<file path="config.mk">
export PLATFORM = sky130hd
export DESIGN_NAME = spectrum_frame_ctrl_flat
export DESIGN_NICKNAME = d
export VERILOG_FILES = /design/src/rtl/spectrum_frame_ctrl_pkg.sv /design/src/rtl/spectrum_frame_ctrl_if.sv /design/src/rtl/spectrum_frame_ctrl_bin_magnitude.sv /design/src/rtl/spectrum_frame_ctrl.sv /design/src/flat_wrapper.sv
export SDC_FILE = /design/constraint.sdc
export NUM_CORES = 2
export LEC_CHECK = 0
export CAP_MARGIN = 10
export CELL_PAD_IN_SITES_DETAIL_PLACEMENT = 0
export CELL_PAD_IN_SITES_GLOBAL_PLACEMENT = 2
export CORE_MARGIN = 3
export CORE_UTILIZATION = 33
export DETAILED_ROUTE_END_ITERATION = 10
export PLACE_DENSITY_LB_ADDON = 0.1
export SKIP_CTS_REPAIR_TIMING = 1
export SLEW_MARGIN = 20
export SYNTH_ARGS = -nofsm -noshare
export SYNTH_HDL_FRONTEND = slang
export SYNTH_SLANG_ARGS = --single-unit
export TNS_END_PERCENT = 50
</file>
<file path="constraint.sdc">
create_clock -name clk -period 29.2 [get_ports clk]
set_input_delay 5.84 -clock clk [delete_from_list [all_inputs] [get_ports clk]]
set_output_delay 5.84 -clock clk [all_outputs]
set_load 0.005 [all_outputs]
</file>
<file path="src/rtl/spectrum_frame_ctrl_pkg.sv">
// -----------------------------------------------------------------------------
// dav_pkg
// Shared types and constants for the spectrum frame controller.
//   state_t      : controller FSM states
//   FRAME_CNT_W  : width of the completed-update counter
//   SKIP_CNT_W   : width of the ignored-vsync counter
// No ports (package).
// -----------------------------------------------------------------------------
package dav_pkg;

  typedef enum logic [2:0] {
    IDLE,
    START,
    WAIT,
    CALC,
    PUBLISH
  } state_t;

  localparam int FRAME_CNT_W = 16;
  localparam int SKIP_CNT_W  = 8;

endpackage

</file>
<file path="src/rtl/spectrum_frame_ctrl_if.sv">
// -----------------------------------------------------------------------------
// spectrum_frame_ctrl_if
// Bundles the FFT handshake and the bar-height bus of the spectrum controller.
//   fft_start  : one-cycle start pulse towards the FFT engine
//   fft_done   : FFT completion, fft_out valid while high
//   fft_out    : packed complex bins, bin k = {re, im} at [k*2*HALF_W +: 2*HALF_W]
//   bars       : packed bar heights, bin k at [k*BAR_W +: BAR_W]
//   bars_valid : one-cycle pulse once every bar has been rewritten
// Modports: master = controller side, slave = FFT engine / renderer side.
// -----------------------------------------------------------------------------
interface spectrum_frame_ctrl_if #(
  parameter int NUM_BINS = 16,
  parameter int HALF_W   = 18,
  parameter int BAR_W    = 18
);

  logic                            fft_start;
  logic                            fft_done;
  logic [NUM_BINS*2*HALF_W-1:0]    fft_out;
  logic [NUM_BINS*BAR_W-1:0]       bars;
  logic                            bars_valid;

  modport master (
    output fft_start,
    output bars,
    output bars_valid,
    input  fft_done,
    input  fft_out
  );

  modport slave (
    input  fft_start,
    input  bars,
    input  bars_valid,
    output fft_done,
    output fft_out
  );

endinterface

</file>
<file path="src/rtl/spectrum_frame_ctrl_bin_magnitude.sv">
// -----------------------------------------------------------------------------
// bin_magnitude
// Combinational |re| + |im| magnitude, right shifted by MAG_SHIFT and saturated
// to BAR_W bits. Shared by all bins of the controller, one bin per cycle.
//   re, im : signed HALF_W-bit bin components
//   mag    : unsigned BAR_W-bit saturated magnitude
// -----------------------------------------------------------------------------
module bin_magnitude #(
  parameter int HALF_W    = 18,
  parameter int BAR_W     = 18,
  parameter int MAG_SHIFT = 0
) (
  input  logic signed [HALF_W-1:0] re,
  input  logic signed [HALF_W-1:0] im,
  output logic        [BAR_W-1:0]  mag
);

  localparam int SUM_W = HALF_W + 1;

  logic [HALF_W-1:0] abs_re;
  logic [HALF_W-1:0] abs_im;
  logic [SUM_W-1:0]  sum;
  logic [SUM_W-1:0]  shifted;

  // Absolute values are kept unsigned in HALF_W bits, which holds the
  // magnitude of the most negative input exactly. The sum gets one extra bit
  // so it never wraps.
  always_comb begin
    abs_re  = re[HALF_W-1] ? (~$unsigned(re) + 1'b1) : $unsigned(re);
    abs_im  = im[HALF_W-1] ? (~$unsigned(im) + 1'b1) : $unsigned(im);
    sum     = {1'b0, abs_re} + {1'b0, abs_im};
    shifted = sum >> MAG_SHIFT;
  end

  // A bar at least as wide as the sum needs no clamp; otherwise any set bit
  // above the bar width clamps to full scale.
  if (BAR_W >= SUM_W) begin : g_wide
    assign mag = BAR_W'(shifted);
  end else begin : g_narrow
    assign mag = (|shifted[SUM_W-1:BAR_W]) ? {BAR_W{1'b1}} : shifted[BAR_W-1:0];
  end

endmodule

</file>
<file path="src/rtl/spectrum_frame_ctrl.sv">
// -----------------------------------------------------------------------------
// spectrum_frame_ctrl
// Frame-synchronised spectrum capture controller (clk_25 domain). Each vsync
// rise while idle starts one FFT run; the returned bins are snapshotted and
// converted, one bin per cycle, into bar heights for the VGA renderer.
// Optional build macro: SPECTRUM_PEAK_HOLD_EN (peak-hold with decay on bars).
// Ports:
//   clk, rst    : clock and synchronous active-high reset
//   vsync       : vertical sync level, already synchronous to clk
//   bus         : FFT handshake + bar bus (spectrum_frame_ctrl_if.master)
//   busy        : high whenever the FSM is not idle
//   frame_count : completed bar updates, wraps
//   skip_count  : vsync rises ignored while busy, saturates
//   timeout_err : sticky FFT timeout flag, cleared only by rst
// -----------------------------------------------------------------------------
module spectrum_frame_ctrl
  import dav_pkg::*;
#(
  parameter int NUM_BINS    = 16,
  parameter int HALF_W      = 18,
  parameter int BAR_W       = 18,
  parameter int MAG_SHIFT   = 0,
  parameter int DECAY_SHIFT = 3,
  parameter int TIMEOUT     = 1024
) (
  input  logic                   clk,
  input  logic                   rst,
  input  logic                   vsync,
  spectrum_frame_ctrl_if.master  bus,
  output logic                   busy,
  output logic [FRAME_CNT_W-1:0] frame_count,
  output logic [SKIP_CNT_W-1:0]  skip_count,
  output logic                   timeout_err
);

  localparam int IDX_W  = $clog2(NUM_BINS);
  localparam int TO_W   = $clog2(TIMEOUT);
  localparam int BIN_W  = 2 * HALF_W;
  localparam int FFT_W  = NUM_BINS * BIN_W;
  localparam int BARS_W = NUM_BINS * BAR_W;

  localparam logic [IDX_W-1:0] IDX_LAST = IDX_W'(NUM_BINS - 1);
  localparam logic [TO_W-1:0]  TO_LAST  = TO_W'(TIMEOUT - 1);

  // Reject configurations the bin indexing and decay logic cannot handle.
  if (NUM_BINS < 4 || NUM_BINS > 64 || (NUM_BINS & (NUM_BINS - 1)) != 0 ||
      DECAY_SHIFT < 0 || TIMEOUT < 2) begin : g_bad_param
    $error("spectrum_frame_ctrl: illegal parameter set");
  end

  state_t                   state;
  logic                     vsync_q;
  logic                     rise;
  logic [IDX_W-1:0]         idx;
  logic [TO_W-1:0]          to_cnt;
  logic [TO_W-1:0]          to_cnt_next;
  logic [FFT_W-1:0]         snap;
  logic [BARS_W-1:0]        bars_r;
  logic                     fft_start_r;
  logic                     bars_valid_r;
  logic signed [HALF_W-1:0] cur_re;
  logic signed [HALF_W-1:0] cur_im;
  logic [BAR_W-1:0]         mag;
  logic [BAR_W-1:0]         new_bar;

  assign rise        = vsync & ~vsync_q;
  assign to_cnt_next = to_cnt + 1'b1;

  assign bus.fft_start  = fft_start_r;
  assign bus.bars       = bars_r;
  assign bus.bars_valid = bars_valid_r;

  // The bin currently being converted is picked out of the snapshot so the
  // FFT engine is free to change fft_out once fft_done drops.
  always_comb begin
    cur_re = snap[idx*BIN_W + HALF_W +: HALF_W];
    cur_im = snap[idx*BIN_W +: HALF_W];
  end

  bin_magnitude #(
    .HALF_W    (HALF_W),
    .BAR_W     (BAR_W),
    .MAG_SHIFT (MAG_SHIFT)
  ) u_mag (
    .re  (cur_re),
    .im  (cur_im),
    .mag (mag)
  );

`ifdef SPECTRUM_PEAK_HOLD_EN
  logic [BAR_W-1:0] old_bar;
  logic [BAR_W-1:0] decay_amt;
  logic [BAR_W-1:0] decayed;

  // Peak hold: a louder bin replaces the bar at once, a quieter one lets the
  // bar fall by a fraction per frame. Small bars whose fraction rounds to zero
  // still lose one step so they always settle on the current magnitude.
  always_comb begin
    old_bar   = bars_r[idx*BAR_W +: BAR_W];
    decay_amt = old_bar >> DECAY_SHIFT;
    decayed   = (decay_amt == '0) ? (old_bar - 1'b1) : (old_bar - decay_amt);
    if (mag >= old_bar) begin
      new_bar = mag;
    end else if (mag >= decayed) begin
      new_bar = mag;
    end else begin
      new_bar = decayed;
    end
  end
`else
  assign new_bar = mag;
`endif

  // The snapshot only captures on the accepted fft_done, so it needs no reset.
  always_ff @(posedge clk) begin
    if (state == WAIT && bus.fft_done) begin
      snap <= bus.fft_out;
    end
  end

  // Frame sequencer. All outputs are registered and set on the transition into
  // the state they belong to. A rise seen outside IDLE, including in the
  // PUBLISH cycle itself, is counted as a skip and never starts a frame.
  always_ff @(posedge clk) begin
    if (rst) begin
      state        <= IDLE;
      vsync_q      <= 1'b0;
      bars_r       <= '0;
      frame_count  <= '0;
      skip_count   <= '0;
      timeout_err  <= 1'b0;
      fft_start_r  <= 1'b0;
      bars_valid_r <= 1'b0;
      busy         <= 1'b0;
      idx          <= '0;
      to_cnt       <= '0;
    end else begin
      vsync_q      <= vsync;
      fft_start_r  <= 1'b0;
      bars_valid_r <= 1'b0;

      if (rise && state != IDLE && skip_count != '1) begin
        skip_count <= skip_count + 1'b1;
      end

      case (state)
        IDLE: begin
          if (rise) begin
            state       <= START;
            fft_start_r <= 1'b1;
            busy        <= 1'b1;
          end
        end
        START: begin
          to_cnt <= '0;
          state  <= WAIT;
        end
        WAIT: begin
          to_cnt <= to_cnt_next;
          if (bus.fft_done) begin
            idx   <= '0;
            state <= CALC;
          end else if (to_cnt_next == TO_LAST) begin
            timeout_err <= 1'b1;
            state       <= IDLE;
            busy        <= 1'b0;
          end
        end
        CALC: begin
          bars_r[idx*BAR_W +: BAR_W] <= new_bar;
          idx <= idx + 1'b1;
          if (idx == IDX_LAST) begin
            state        <= PUBLISH;
            bars_valid_r <= 1'b1;
            frame_count  <= frame_count + 1'b1;
          end
        end
        PUBLISH: begin
          state <= IDLE;
          busy  <= 1'b0;
        end
        default: begin
          state <= IDLE;
          busy  <= 1'b0;
        end
      endcase
    end
  end

endmodule
</file>
<file path="src/flat_wrapper.sv">
// flat-port wrapper written by rule: the top's interface ports become plain ports
module spectrum_frame_ctrl_flat import dav_pkg::*;
#(
  parameter int NUM_BINS    = 16,
  parameter int HALF_W      = 18,
  parameter int BAR_W       = 18,
  parameter int MAG_SHIFT   = 0,
  parameter int DECAY_SHIFT = 3,
  parameter int TIMEOUT     = 1024
)
  (clk, rst, vsync, busy, frame_count, skip_count, timeout_err, bus_fft_start, bus_bars, bus_bars_valid, bus_fft_done, bus_fft_out);
  spectrum_frame_ctrl_if #(.NUM_BINS(NUM_BINS), .HALF_W(HALF_W), .BAR_W(BAR_W)) bus_i ();
  input  logic clk;
  input  logic rst;
  input  logic vsync;
  output logic busy;
  output logic [FRAME_CNT_W-1:0] frame_count;
  output logic [SKIP_CNT_W-1:0] skip_count;
  output logic timeout_err;
  output wire logic [$bits(bus_i.fft_start)-1:0] bus_fft_start;
  output wire logic [$bits(bus_i.bars)-1:0] bus_bars;
  output wire logic [$bits(bus_i.bars_valid)-1:0] bus_bars_valid;
  input wire logic [$bits(bus_i.fft_done)-1:0] bus_fft_done;
  input wire logic [$bits(bus_i.fft_out)-1:0] bus_fft_out;
  assign bus_fft_start = bus_i.fft_start;
  assign bus_bars = bus_i.bars;
  assign bus_bars_valid = bus_i.bars_valid;
  assign bus_i.fft_done = bus_fft_done;
  assign bus_i.fft_out = bus_fft_out;
  spectrum_frame_ctrl #(.NUM_BINS(NUM_BINS), .HALF_W(HALF_W), .BAR_W(BAR_W), .MAG_SHIFT(MAG_SHIFT), .DECAY_SHIFT(DECAY_SHIFT), .TIMEOUT(TIMEOUT)) u_core (.clk(clk), .rst(rst), .vsync(vsync), .bus(bus_i), .busy(busy), .frame_count(frame_count), .skip_count(skip_count), .timeout_err(timeout_err));
endmodule
</file>
==> flow_summary.ini <==
[yosys]
dominantRegCellSynth = edfxtp_1
netlist_instances = 3240
syn_area_per_cell_um2 = 12.28
synth-seq-cells = 910
synth_cell_types = 91
synth_edf_count = 576
async_flop_share_pct = 0
synth_fp_nets = 3853
ys_warn_count = 0
syn_area_um2 = 39780
yosysSeqAreaShare_pct = 60.28

[finish]
final_cell_mix = clkdlybuf4s50_1 (894), edfxtp_1 (576), nor2_1 (352)
final_nets = 4728
n_fill_cell = 11100
seq_area_um2 = 24000
area_growth_pct = 35.64
post_route_cells_drive_above_1_share_pct = 9.786
final_common_cell = clkdlybuf4s50_1
multi_input_area_um2 = 14890
design_area_um2 = 53960

[worst_setup_path]
r2r.worst_path.cells = 18
path_class = in2reg
cp.arrival_ns = 10.21
cp_cell_sequence = clkdlybuf4s50_1, and3_4, buf_4, buf_4, buf_12, buf_4
cp_common_cell = buf_4
reg2reg_from = u_core.idx[0]$_SDFFE_PP0P_
crit_fanout = 189
path_buf_inv = 5
cp.required_ns = 29.53
r2r-end = u_core.bus.bars[25]$_SDFFE_PP0P_
slowest_stage = buf_4
endpoint_kind = flop
start_kind = primary input
reg2reg_slack_ns = 20.24
slowest_delay_ns = 0.91
cp_top_family = buffers and inverters

[worst_hold_path]
whs_endpoint = u_core.bus.bars[249]$_SDFFE_PP0P_
hp-start = u_core.bus.bars[249]$_SDFFE_PP0P_
min_path_cells = 2
hold_path.class = reg2reg

[pwr]
powerDensity_nw_per_um2 = 62.07
vdd_ir_drop_max_uv = 54.19
p_leak_nw = 17.45

[timing]
hold_violations = 0
setup_tns_ns = 0
fmax_mhz = 101.2
tightest_slew_ns = 1.165
final-setup-viol-count = 0
fin_crit_sh_pct = 33.85
rsz0062_at_grt = no
drv_slew = 0
relSlewSlack_pct = 21.59
finalCriticalPeriod_ns = 9.884
fin_worst_skew_ns = 0.06586

[global_route]
antenna_found_initial = 61
grt_pass1_wl_mm = 224.9
grt_pass1_vias = 31220
grt_start_max_net_pins = 190
grt_remaining_overflow = 0
grt_use_total_pct = 24.62

[detailed_routing]
drc = 0
post_drt_wl_per_cell_um = 27.28
initialDrtViolationCount = 2554
viasPerCell = 5.298
ant_nets = 0
drt_pre_antenna_iters = 6
drt_wl_total_mm = 158.9
vias = 30850

[die]
initial_core_util_pct = 33.47
io_pins = 896
die_area_um2 = 124800
core_um2 = 118900
die_width_um = 353.2
die_h_um = 353.2
rows = 126

[clocking]
cts.reportedPaths.clkPinSlew_ns = 0.06
clockBufferDepth = 3
cts_buffers = 102
clock-sinks = 910
tritoncts = built
root_buffer = clkbuf_16
insertion_delay_ns = 0.71
cts_max_level = 3

[run_status]
status = completed

[place]
gp_congestion = 0.9249
dp_hpwl_mm = 118.4
post_dp_cell_area_um2 = 50490
port_buffers = 895

[flow_run]
cap_violations = 0
## state kept, by name (all words and copies together) (netlist names)
signal / cells
u_core.bus.bars: 288
u_core.bus.bars_valid: 1
u_core.bus.fft_start: 1
u_core.busy: 1
u_core.frame_count: 16
u_core.idx: 4
u_core.skip_count: 8
u_core.snap: 576
u_core.state: 3
u_core.timeout_err: 1
u_core.to_cnt: 10
u_core.vsync_q: 1
## logic make-up after synthesis
kind of cell | after synthesis | synth area share, %
AO/OA/AOI/OAI | 863 | 13.94
flip-flops | 910 | 60.28
XOR/XNOR | 66 | 1.453
multiplexers | 205 | 10.28
AND/OR/NAND/NOR | 937 | 10.48
buffers and inverters | 226 | 2.513
adder cells (fa/ha/maj) | 33 | 1.057
## cells in the mapped netlist, drive strengths merged (39+ instances only)
cell type  count  area, um2
edfxtp       576      17300
nor3          70      375.4
a211oi        93      698.2
o21ai        199      999.7
mux4         159       3622
a31oi         47      294.0
a21oi        233       1174
nand3         94      470.5
mux2i         41      410.4
nor2         358       1346
dfxtp        334       6686
nand2        268       1006
a22oi         39      297.8
buf           57      364.1
clkbuf       130      489.2
## power breakdown
| part | internal (mW) | switching (mW) | total [mW] | leakage, nW |
|---|---|---|---|---|
| sequential | 1.44 | 0.0166 | 1.46 | 7.94 |
| clock | 0.753 | 0.545 | 1.30 | 1.64 |
| combinational | 0.222 | 0.370 | 0.592 | 7.87 |
| total | 2.42 | 0.932 | 3.35 | 17.5 |
## metrics by stage
| stage | power [mW] | hold slack, ns | instances | util, % | setup WS, ns |
|---|---|---|---|---|---|
| 2_1_floorplan | 1.865 | 0.4511 | 3240 | - | 5.921 |
| 3_3_place_gp | 2.066 | 0.4458 | 5610 | 42.47 | 18.67 |
| 3_5_place_dp | 2.069 | 0.4606 | 5610 | 42.47 | 18.58 |
| 4_1_cts | 3.374 | 0.4710 | 5799 | 45.31 | 19.35 |
| 5_1_grt | 3.476 | 0.4899 | 5813 | 45.37 | 19.06 |
| 6_report | 3.349 | 0.4674 | 5823 | 45.40 | 19.32 |
## layout make-up
type                            count  area share (%)
Antenna cell                       23          0.1067
Clock buffer                      131           4.987
Clock inverter                     58           1.259
Inverter                           39          0.2759
Multi-Input combinational cell   2104           27.60
Sequential cell                   910           44.47
Tap cell                         1600           3.710
Timing Repair Buffer              958           17.59
## per-layer routing
layer,global-route usage [%],part of all wire (%)
met1,28.24,38
met3,6.673,7.4
met5,0,0.18
met2,44.21,51
met4,8.104,3.2
## worst min-delay path, delay by kind of cell (launching register included)
family / cells / cell delay [ns]
flip-flops: 1 / 0.31
AND/OR/NAND/NOR: 1 / 0.05
multiplexers: 1 / 0.05
## how the worst max path moves through the flow
stage          depth (start not counted)    startpoint                            to
3_3_place_gp                           6  bus_fft_done    u_core.snap[368]$_DFFE_PP_
4_1_cts                                6  bus_fft_done    u_core.snap[191]$_DFFE_PP_
3_5_place_dp                           6  bus_fft_done    u_core.snap[263]$_DFFE_PP_
5_1_grt                                6  bus_fft_done    u_core.snap[188]$_DFFE_PP_
2_1_floorplan                          4  bus_fft_done  u_core.state[1]$_SDFFE_PP0P_
6_report                               6  bus_fft_done    u_core.snap[468]$_DFFE_PP_
(Power assumes the default switching activity.)
